`src/rtl/ifetch_queue_pkg.sv`:
```
// ifetch_queue_pkg: shared processor constants for the fetch stage
package ifetch_queue_pkg;
  localparam int IMEM_ADDR_W = 12;
  localparam int FIFO_DEPTH = 4;
  localparam logic [31:0] NOP = 32'b0;
  localparam int OPCODE_LSB = 27;
  localparam int RD_LSB = 22;
  localparam int RS_LSB = 17;
  localparam int RT_LSB = 12;
endpackage

```
`src/rtl/ifetch_queue_if.sv`:
```
// ifetch_queue_if: imem, redirect and decode-handshake signals of the fetch stage
interface ifetch_queue_if #(
  parameter int ADDR_W = 12,
  parameter int DEPTH = 4
);
  logic [ADDR_W-1:0] address_imem;
  logic [31:0] q_imem;
  logic redirect_valid;
  logic [ADDR_W-1:0] redirect_pc;
  logic out_valid;
  logic out_ready;
  logic [31:0] out_instr;
  logic [ADDR_W-1:0] out_pc;
  logic [ADDR_W-1:0] out_pc_plus_one;
  logic [$clog2(DEPTH+1)-1:0] occupancy;
  modport master (
    output address_imem, out_valid, out_instr, out_pc, out_pc_plus_one, occupancy,
    input q_imem, redirect_valid, redirect_pc, out_ready
  );
  modport slave (
    input address_imem, out_valid, out_instr, out_pc, out_pc_plus_one, occupancy,
    output q_imem, redirect_valid, redirect_pc, out_ready
  );
endinterface

```
`src/rtl/ifetch_queue_fifo.sv`:
```
// fetch_fifo: circular buffer of PC-tagged instructions with flush
module fetch_fifo #(
  parameter int W = 44,
  parameter int DEPTH = 4
) (
  input  logic clock,
  input  logic reset,
  input  logic flush,
  input  logic push,
  input  logic pop,
  input  logic [W-1:0] din,
  output logic [W-1:0] dout,
  output logic [$clog2(DEPTH+1)-1:0] count
);
  localparam int PW = $clog2(DEPTH);
  localparam int CW = $clog2(DEPTH+1);
  logic [W-1:0] mem_q [DEPTH];
  logic [W-1:0] mem_d [DEPTH];
  logic [PW-1:0] head_q, head_d, tail_q, tail_d;
  logic [CW-1:0] count_q, count_d;
  logic wr;
  assign wr = push & ~flush;
  // next pointers, count and storage; flush wins over push/pop
  always_comb begin
    mem_d = mem_q;
    if (wr) mem_d[tail_q] = din;
    head_d = flush ? '0 : head_q + PW'(pop);
    tail_d = flush ? '0 : tail_q + PW'(wr);
    count_d = flush ? '0 : count_q + CW'(wr) - CW'(pop);
  end
  // storage carries no reset; occupancy decides what is visible
  always_ff @(posedge clock) mem_q <= mem_d;
  // pointer and count registers
  always_ff @(posedge clock or negedge reset)
    if (!reset) begin
      head_q <= '0;
      tail_q <= '0;
      count_q <= '0;
    end else begin
      head_q <= head_d;
      tail_q <= tail_d;
      count_q <= count_d;
    end
  assign dout = mem_q[head_q];
  assign count = count_q;
endmodule

```
`src/rtl/ifetch_queue.sv`:
```
// ifetch_queue: fetch PC owner driving imem and a PC-tagged instruction queue to decode
module ifetch_queue import ifetch_queue_pkg::*; #(
  parameter int ADDR_W = IMEM_ADDR_W,
  parameter int DEPTH = FIFO_DEPTH,
  parameter logic [ADDR_W-1:0] RESET_PC = '0
) (
  input logic clock,
  input logic reset,
  ifetch_queue_if.master bus
);
  localparam int CW = $clog2(DEPTH+1);
  logic [ADDR_W-1:0] fetch_pc_q, fetch_pc_d, inflight_pc_q, inflight_pc_d;
  logic inflight_q, inflight_d;
  logic valid, pop, push, issue;
  logic [CW-1:0] count;
  logic [ADDR_W+31:0] head;
  assign valid = count != '0;
  assign pop = valid & bus.out_ready & ~bus.redirect_valid;
  assign push = inflight_q & ~bus.redirect_valid;
  assign issue = ({1'b0, count} + (CW+1)'(inflight_q) - (CW+1)'(pop)) < (CW+1)'(DEPTH);
  // redirect restarts fetch at its target; otherwise fetch only while credit remains
  always_comb begin
    inflight_d = bus.redirect_valid | issue;
    inflight_pc_d = bus.redirect_valid ? bus.redirect_pc : issue ? fetch_pc_q : inflight_pc_q;
    fetch_pc_d = bus.redirect_valid ? bus.redirect_pc + ADDR_W'(1) :
                 issue ? fetch_pc_q + ADDR_W'(1) : fetch_pc_q;
  end
  // fetch PC and in-flight request tracking
  always_ff @(posedge clock or negedge reset)
    if (!reset) begin
      fetch_pc_q <= RESET_PC;
      inflight_q <= 1'b0;
      inflight_pc_q <= '0;
    end else begin
      fetch_pc_q <= fetch_pc_d;
      inflight_q <= inflight_d;
      inflight_pc_q <= inflight_pc_d;
    end
  fetch_fifo #(.W(ADDR_W+32), .DEPTH(DEPTH)) u_fifo (
    .clock(clock),
    .reset(reset),
    .flush(bus.redirect_valid),
    .push(push),
    .pop(pop),
    .din({inflight_pc_q, bus.q_imem}),
    .dout(head),
    .count(count)
  );
  assign bus.address_imem = !reset ? RESET_PC : bus.redirect_valid ? bus.redirect_pc : fetch_pc_q;
  assign bus.out_valid = valid;
  assign bus.out_instr = valid ? head[31:0] : NOP;
  assign bus.out_pc = valid ? head[ADDR_W+31:32] : '0;
  assign bus.out_pc_plus_one = valid ? head[ADDR_W+31:32] + ADDR_W'(1) : '0;
  assign bus.occupancy = count;
endmodule

```
`src/flat_wrapper.sv`:
```
// flat-port wrapper written by rule: the top's interface ports become plain ports
module ifetch_queue_flat import ifetch_queue_pkg::*;
#(
  parameter int ADDR_W = IMEM_ADDR_W,
  parameter int DEPTH = FIFO_DEPTH,
  parameter logic [ADDR_W-1:0] RESET_PC = '0
)
  (clock, reset, bus_address_imem, bus_out_valid, bus_out_instr, bus_out_pc, bus_out_pc_plus_one, bus_occupancy, bus_q_imem, bus_redirect_valid, bus_redirect_pc, bus_out_ready);
  ifetch_queue_if #(.ADDR_W(ADDR_W), .DEPTH(DEPTH)) bus_i ();
  input logic clock;
  input logic reset;
  output wire logic [$bits(bus_i.address_imem)-1:0] bus_address_imem;
  output wire logic [$bits(bus_i.out_valid)-1:0] bus_out_valid;
  output wire logic [$bits(bus_i.out_instr)-1:0] bus_out_instr;
  output wire logic [$bits(bus_i.out_pc)-1:0] bus_out_pc;
  output wire logic [$bits(bus_i.out_pc_plus_one)-1:0] bus_out_pc_plus_one;
  output wire logic [$bits(bus_i.occupancy)-1:0] bus_occupancy;
  input wire logic [$bits(bus_i.q_imem)-1:0] bus_q_imem;
  input wire logic [$bits(bus_i.redirect_valid)-1:0] bus_redirect_valid;
  input wire logic [$bits(bus_i.redirect_pc)-1:0] bus_redirect_pc;
  input wire logic [$bits(bus_i.out_ready)-1:0] bus_out_ready;
  assign bus_address_imem = bus_i.address_imem;
  assign bus_out_valid = bus_i.out_valid;
  assign bus_out_instr = bus_i.out_instr;
  assign bus_out_pc = bus_i.out_pc;
  assign bus_out_pc_plus_one = bus_i.out_pc_plus_one;
  assign bus_occupancy = bus_i.occupancy;
  assign bus_i.q_imem = bus_q_imem;
  assign bus_i.redirect_valid = bus_redirect_valid;
  assign bus_i.redirect_pc = bus_redirect_pc;
  assign bus_i.out_ready = bus_out_ready;
  ifetch_queue #(.ADDR_W(ADDR_W), .DEPTH(DEPTH), .RESET_PC(RESET_PC)) u_core (.clock(clock), .reset(reset), .bus(bus_i));
endmodule
```
`config.mk`:
```
export PLATFORM = sky130hd
export DESIGN_NAME = ifetch_queue_flat
export DESIGN_NICKNAME = d
export VERILOG_FILES = /design/src/rtl/ifetch_queue_pkg.sv /design/src/rtl/ifetch_queue_if.sv /design/src/rtl/ifetch_queue_fifo.sv /design/src/rtl/ifetch_queue.sv /design/src/flat_wrapper.sv
export SDC_FILE = /design/constraint.sdc
export NUM_CORES = 1
export LEC_CHECK = 0
export ABC_AREA = 1
export CORE_UTILIZATION = 29
export CTS_BUF_LIST = sky130_fd_sc_hd__clkbuf_4
export DETAILED_ROUTE_END_ITERATION = 7
export PLACE_DENSITY_LB_ADDON = 0.08
export SLEW_MARGIN = 0
export SYNTH_ARGS = -nofsm -noshare
export SYNTH_HDL_FRONTEND = slang
export SYNTH_SLANG_ARGS = --single-unit
```
`constraint.sdc`:
```
create_clock -name clock -period 3.85 [get_ports clock]
set_clock_uncertainty 0.1 [all_clocks]
set_input_delay 1.155 -clock clock [delete_from_list [all_inputs] [get_ports clock]]
set_output_delay 1.155 -clock clock [all_outputs]
set_load 0.03 [all_outputs]
```
Word level (Yosys, flattened, before mapping)
Cells that the tools add are included.
{ "totals": {"reg_bits": 208, "word_cells": 52} }
{ "classes": {"addsub": 9, "magnitude_cmp": 4, "n_mux": 18, "n_bitwise": 8, "n_reduce_logical": 3} }
{ "ops": {"columns": ["cell", "n"], "rows": [
  ["$bwmux W176", 1],
  ["$mux W44", 3],
  ["$mux W12", 8],
  ["$bmux W44 S2", 1],
  ["$demux W44 S2", 1],
  ["$add A12 B1 Y12 const B", 3],
  ["$mux W32", 1],
  ["$ge A3 B3 Y1 const B", 2],
  ["$not A2 Y3", 2],
  ["$add A2 B1 Y2", 2],
  ["$add A3 B1 Y4", 1],
  ["$and A1 B1 Y1", 4],
  ["$lt A4 B3 Y1 const B", 1],
  ["$mux W2", 2],
  ["$sub A4 B1 Y4", 1],
  ["$add A3 B1 Y3", 1],
  ["$lt A3 B1 Y1 const B", 1],
  ["$mux W3", 1],
  ["$reduce_bool A3 Y1", 1],
  ["$sub A3 B1 Y3", 1],
  ["$reduce_bool A2 Y1", 1],
  ["$logic_and A1 B1 Y1", 1],
  ["$not A1 Y1", 1],
  ["$or A1 B1 Y1", 1]
]} }

Depth between registers and ports, before layout
{ "logic_depth": {"word_depth": 7, "depth_mapped": 17, "mapped_depth_nobuf": 16} }

Hierarchy
From an unflattened synthesis, not the netlist that was laid out.
{ "unflattened": {"cells_unflattened": 907, "area_unflattened_um2": 9435.3} }
{ "by_module_without_submodules": {"columns": ["mod", "n_inst", "cells_each", "area_each_um2", "seq_area_each_um2"], "rows": [
  ["fetch_fifo", 1, 557, 7297.0, 5460.2],
  ["ifetch_queue", 1, 350, 2138.3, 625.6]
]} }

Least setup slack after synthesis
No wires, ideal clock.
{ "synth_timing": {"path_kind": "input to register", "start": "in bus_redirect_valid", "end": "reg u_core.u_fifo.mem_q[0] (netlist name), enable pin", "setup_ns": 0.500, "t_arrival_ns": 4.667, "required_time_ns": 3.250, "path_slack_ns": -1.417, "cell_stages": 5, "path_buffers": 2, "cell_sequence": "buf_6 > buf_6 > nor2_1 > inv_1 > nor3_1"} }
{ "synth_between": {"elab_chain_len": 3} }
{ "synth_lines": {"columns": ["item", "line", "source"], "rows": [
  ["from (decl)", "flat_wrapper.sv:19", "input wire logic [$bits(bus_i.redirect_valid)-1:0] bus_redirect_valid;"],
  ["$not A1 Y1 (*)", "ifetch_queue_fifo.sv:22, ifetch_queue.sv:19", null],
  ["$and A1 B1 Y1", "ifetch_queue.sv:19", "assign push = inflight_q & ~bus.redirect_valid;"],
  ["$and A1 B1 Y1 (*)", "ifetch_queue_fifo.sv:22", "assign wr = push & ~flush;"],
  ["to (signal assigned)", "ifetch_queue_fifo.sv:32", "always_ff @(posedge clock) mem_q <= mem_d;"],
  ["to (decl)", "ifetch_queue_fifo.sv:17", "logic [W-1:0] mem_q [DEPTH];"]
]} }
Every way passes the cells marked *; elsewhere a longest branch is shown, timed or not.
A chain may end at the register's enable or synchronous reset.

Worst setup path after layout
{ "layout_timing": {"start": "reg u_core.u_fifo.head_q[0]", "end": "out bus_out_pc_plus_one[4]"} }
{ "layout_between": {"elab_chain_len": 6} }
{ "layout_lines": {"columns": ["item", "line", "source"], "rows": [
  ["from (decl)", "ifetch_queue_fifo.sv:19", "logic [PW-1:0] head_q, head_d, tail_q, tail_d;"],
  ["from (signal assigned)", "ifetch_queue_fifo.sv:36", "head_q <= '0;"],
  ["from (signal assigned)", "ifetch_queue_fifo.sv:40", "head_q <= head_d;"],
  ["$not A2 Y3 (not written as such)", "ifetch_queue_fifo.sv:44", "assign dout = mem_q[head_q];"],
  ["$bmux W44 S2", "ifetch_queue_fifo.sv:44", null],
  ["$mux W44 (not written as such) (2 in series)", "ifetch_queue_fifo.sv:44", null],
  ["$add A12 B1 Y12", "ifetch_queue.sv:53", "assign bus.out_pc_plus_one = valid ? head[ADDR_W+31:32] + ADDR_W'(1) : '0;"],
  ["$mux W12", "ifetch_queue.sv:53", null],
  ["to (decl)", "flat_wrapper.sv:16", "output wire logic [$bits(bus_i.out_pc_plus_one)-1:0] bus_out_pc_plus_one;"]
]} }
Every way passes these cells. The select of a mux whose other input is x is not followed.

==> impl_results.md <==
- Register-to-register setup slack: 1.32 ns
- Initial Util: 29.59%
- PD cells: 729.1 mW/mm^2
- Area growth syn-to-layout: 30.65%
- Leak: 4.815 nW
- Multiplexer share of the synthesized area: 0%
- Crit path kind: reg2out
- Placed instance area: 0.01071 mm^2
- Worst hold path stage count: 2
- Crit. End Element: primary output
- Routed wire length: 23460 um
- Register area share after synthesis: 67.07%
- Compound-gate portion of the synthesized area: 7.694%
- Startpoint Class: flip-flop
- Number of flops mapped to enable cells by yosys: 176
- Worst EP required: 2.59 ns
- Crit-path leading delay family: buffers and inverters
- H-tree Lvls: 2
- Final net count: 1090
- Most used cell, CP: buf_4
- Ys flop type: edfxtp_1
- Core ar.: 0.03067 mm^2
- CTS Buf Count: 57
- Area leader, netlist: edfxtp_1
- Number of remaining DRC errors: 0
- Status: finished, final reports clean
- Crit path time final: 3.828 ns
- Most frequent cells after synthesis: 176 x edfxtp_1, 167 x nor2_1, 149 x nand2_1
- Worst hold endpoint: u_core.fetch_pc_q[1]
- Post-synthesis average cell area: 10.61 um^2
- Syn_nets: 911
- Post-synthesis cell type count: 33
- MaxCap Viol Count: 0
- Number of global-route vias before repair: 6623
- Largest family of logic cells by synthesized area: simple AND/OR/NAND/NOR gates
- 1st-iter DRT viols: 287
- Clk Latency, worst-skew pair: 0.66 ns
- Worst path cell trace: buf_12 -> inv_16 -> o211ai_1 -> nand2_2 -> ha_4 -> nand2_4 -> nor2_4 -> buf_4 -> nor3_1 -> buf_4
- Critical Path Fanout Max: 14
- CTS tree: yes
- Gpl congestion: 0.7679
- CTS clk-pin slew, worst paths: 0.07 ns
- Synth Register Bits: 208
- Worst Tran Pin Value: 0.6775 ns
- Global route total overflow: 0
- Largest net degree at the start of global routing: 49
- Simple-gate area share of the yosys netlist: 17.50%
- Vias: 6518
- Root Driver: clkbuf_4
- Adder-cell share of the synthesized area: 1.186%
- DIE HEIGHT: 178.9 um
- Worst path max stage delay: 0.49 ns
- Die area: 0.03200 mm^2
- First-pass GRT wire length: 36760 um
- Yosys warns: 0
- Post-Synthesis Cells: 855
- Core Rows: 64
- Most numerous cell in the Yosys netlist: edfxtp_1
- Top area cells in the synthesized netlist: edfxtp_1 58%, dfrtp_1 8.8%, nor2_1 6.9%, nand2_1 6.2%, o21ai_0 4.4%
- Placed cells: 1358
- Clk sinks: 208
- I/O pin total: 120
- Yosys top cell area share: 58.25%
- CP Depth: 10
- DR WL/cell: 15.88 um
- Tcrit/Tclk final: 99.42%
- F_max: 261.3 MHz
- Initial antenna violation count: 1
- Non-Filler Instances: 1477
- Max IR drop VDD: 0.2750 mV
- Fillers: 3077
- Die width: 178.9 um
- Final instance area: 0.01186 mm^2
- Vias per cell: 4.413
- Post-Synth XOR/XNOR Area: 1.255%
- Path depth of the worst reg2reg path: 17
- Clock tree buffer depth: 3
- Routed Antenna Nets: 0
- Overall power: 0.008644 W
- Max-slew headroom: 54.77%
- Fraction of registers with async set/reset: 15.38%
- Fin. Hold Viols: 0
- Worst EP arrival: 2.57 ns
- Fin. max-slew vios: 0
- Number of I/O port buffers: 119
- Worst path buffer plus inverter count: 4
- Worst R2R End: u_core.inflight_pc_q[9]
- Post-DP HPWL: 13600 um
- Critical path's slowest cell: dfrtp_2
- Unrepaired setup endpoints after global routing: true
- Mapped Area: 0.009074 mm^2
- Share of layout cells above drive strength 1: 24.35%
- Hold_sp: u_core.fetch_pc_q[1]
- Setup-failing EPs final: 0
- Worst r2r src: u_core.u_fifo.count[1]
- Drt pass-1 iters: 4
- Tot GR Track Use: 15.15%
- Final Util: 38.65%
- Hold crit path type: reg2reg
how the worst max path moves through the flow:
stage	to	start	slack, ns
after floorplan	u_core.u_fifo.mem_q[0]	bus_redirect_valid	-0.09
after global placement	bus_address_imem[0]	bus_redirect_valid	0.15
after detailed placement	u_core.fetch_pc_q[10]	bus_redirect_valid	0.14
after CTS	bus_out_pc_plus_one[10]	u_core.u_fifo.head_q[0]	-0.09
after global routing	bus_out_pc_plus_one[10]	u_core.u_fifo.head_q[0]	-0.17
final	bus_out_pc_plus_one[4]	u_core.u_fifo.head_q[0]	0.02
power breakdown:
group	switching [W]	internal (W)
clock	0.000898	0.00120
combinational	0.00226	0.00118
sequential	0.000211	0.00289
total	0.00337	0.00528
state kept, by name, summed over array words and instances, names as in the netlist:
signal and count:
u_core.u_fifo.tail_q 2, u_core.u_fifo.count 3, u_core.u_fifo.head_q 2, u_core.u_fifo.mem_q 176, u_core.inflight_q 1, u_core.fetch_pc_q 12, u_core.inflight_pc_q 12
layer usage:
metal	vias to the layer above	share of wire, %	track usage [%]
li1	3279	-	-
met1	3046	45	19.21
met2	162	48	25.60
met3	31	5.4	3.520
met4	0	1.5	4.449
met5	-	0	0
layout by cell type, fill, tap and decap left out, drive strengths merged:
master           n
o21a             1
o211ai           5
xor2            11
nand2          159
xnor2            2
a21oi           45
ha               7
bufinv           2
clkbuf          91
inv             64
o21ai           83
nand4            4
a32oi            1
clkinv          11
nand3           41
diode            1
dfrtp           32
or2              1
nor2           172
clkdlybuf4s50   51
fa               1
nor3             9
buf            111
edfxtp         176
layout make-up:
cell class	count	area, um^2	area share, %
multi-input combinational	542	2688	22.67
tap	396	495.5	4.179
antenna	1	2.502	0.02111
clock buffer	91	683.2	5.763
timing repair buffer	162	1528	12.89
sequential	208	6088	51.36
clock inverter	14	105.1	0.8865
timing repair inverter	1	11.26	0.09499
inverter	62	254.0	2.142
kinds of logic (layout without fill, tap and decap cells):
logic type / count (synthesis) / in the layout
AND/OR/NAND/NOR: 386 / 386
buffers and inverters: 105 / 330
other: 0 / 1
adder cells (fa/ha/maj): 8 / 8
XOR/XNOR: 13 / 13
flip-flops: 208 / 208
AO/OA/AOI/OAI: 135 / 135
per-stage QoR:
step / setup WS [ns] / hold WS (ns) / TNS (ns)
after detailed placement: 0.1387 / 0.3956 / 0
after global placement: 0.1546 / 0.3941 / 0
after global routing: -0.1707 / 0.4504 / -1.071
after CTS: -0.09256 / 0.4199 / -0.2850
after floorplan: -0.09455 / 0.3731 / -16.64
final: 0.02241 / 0.4152 / 0
worst reg2reg max path, cell delays in order (launching register included):
cell     delay [ns]
dfrtp_1        0.42
inv_1          0.10
nand2_2        0.10
buf_4          0.22
nand2_2        0.10
nor2_1         0.18
inv_1          0.08
ha_1           0.29
nand2_1        0.05
inv_1          0.05
nand4_1        0.11
nand2_1        0.08
nand2_1        0.05
nand2_1        0.06
nand2_2        0.08
nand2_4        0.23
nand2_1        0.11
nand2_1        0.07
timing repair:
action	CTS	global route
hold buffers	0	0
gates resized for setup	41	26
endpoints found under the setup margin	31	17
setup buffers	9	2
gates cloned	2	0
pin swaps	13	15
No activity file was read; power rests on OpenSTA's default activity.
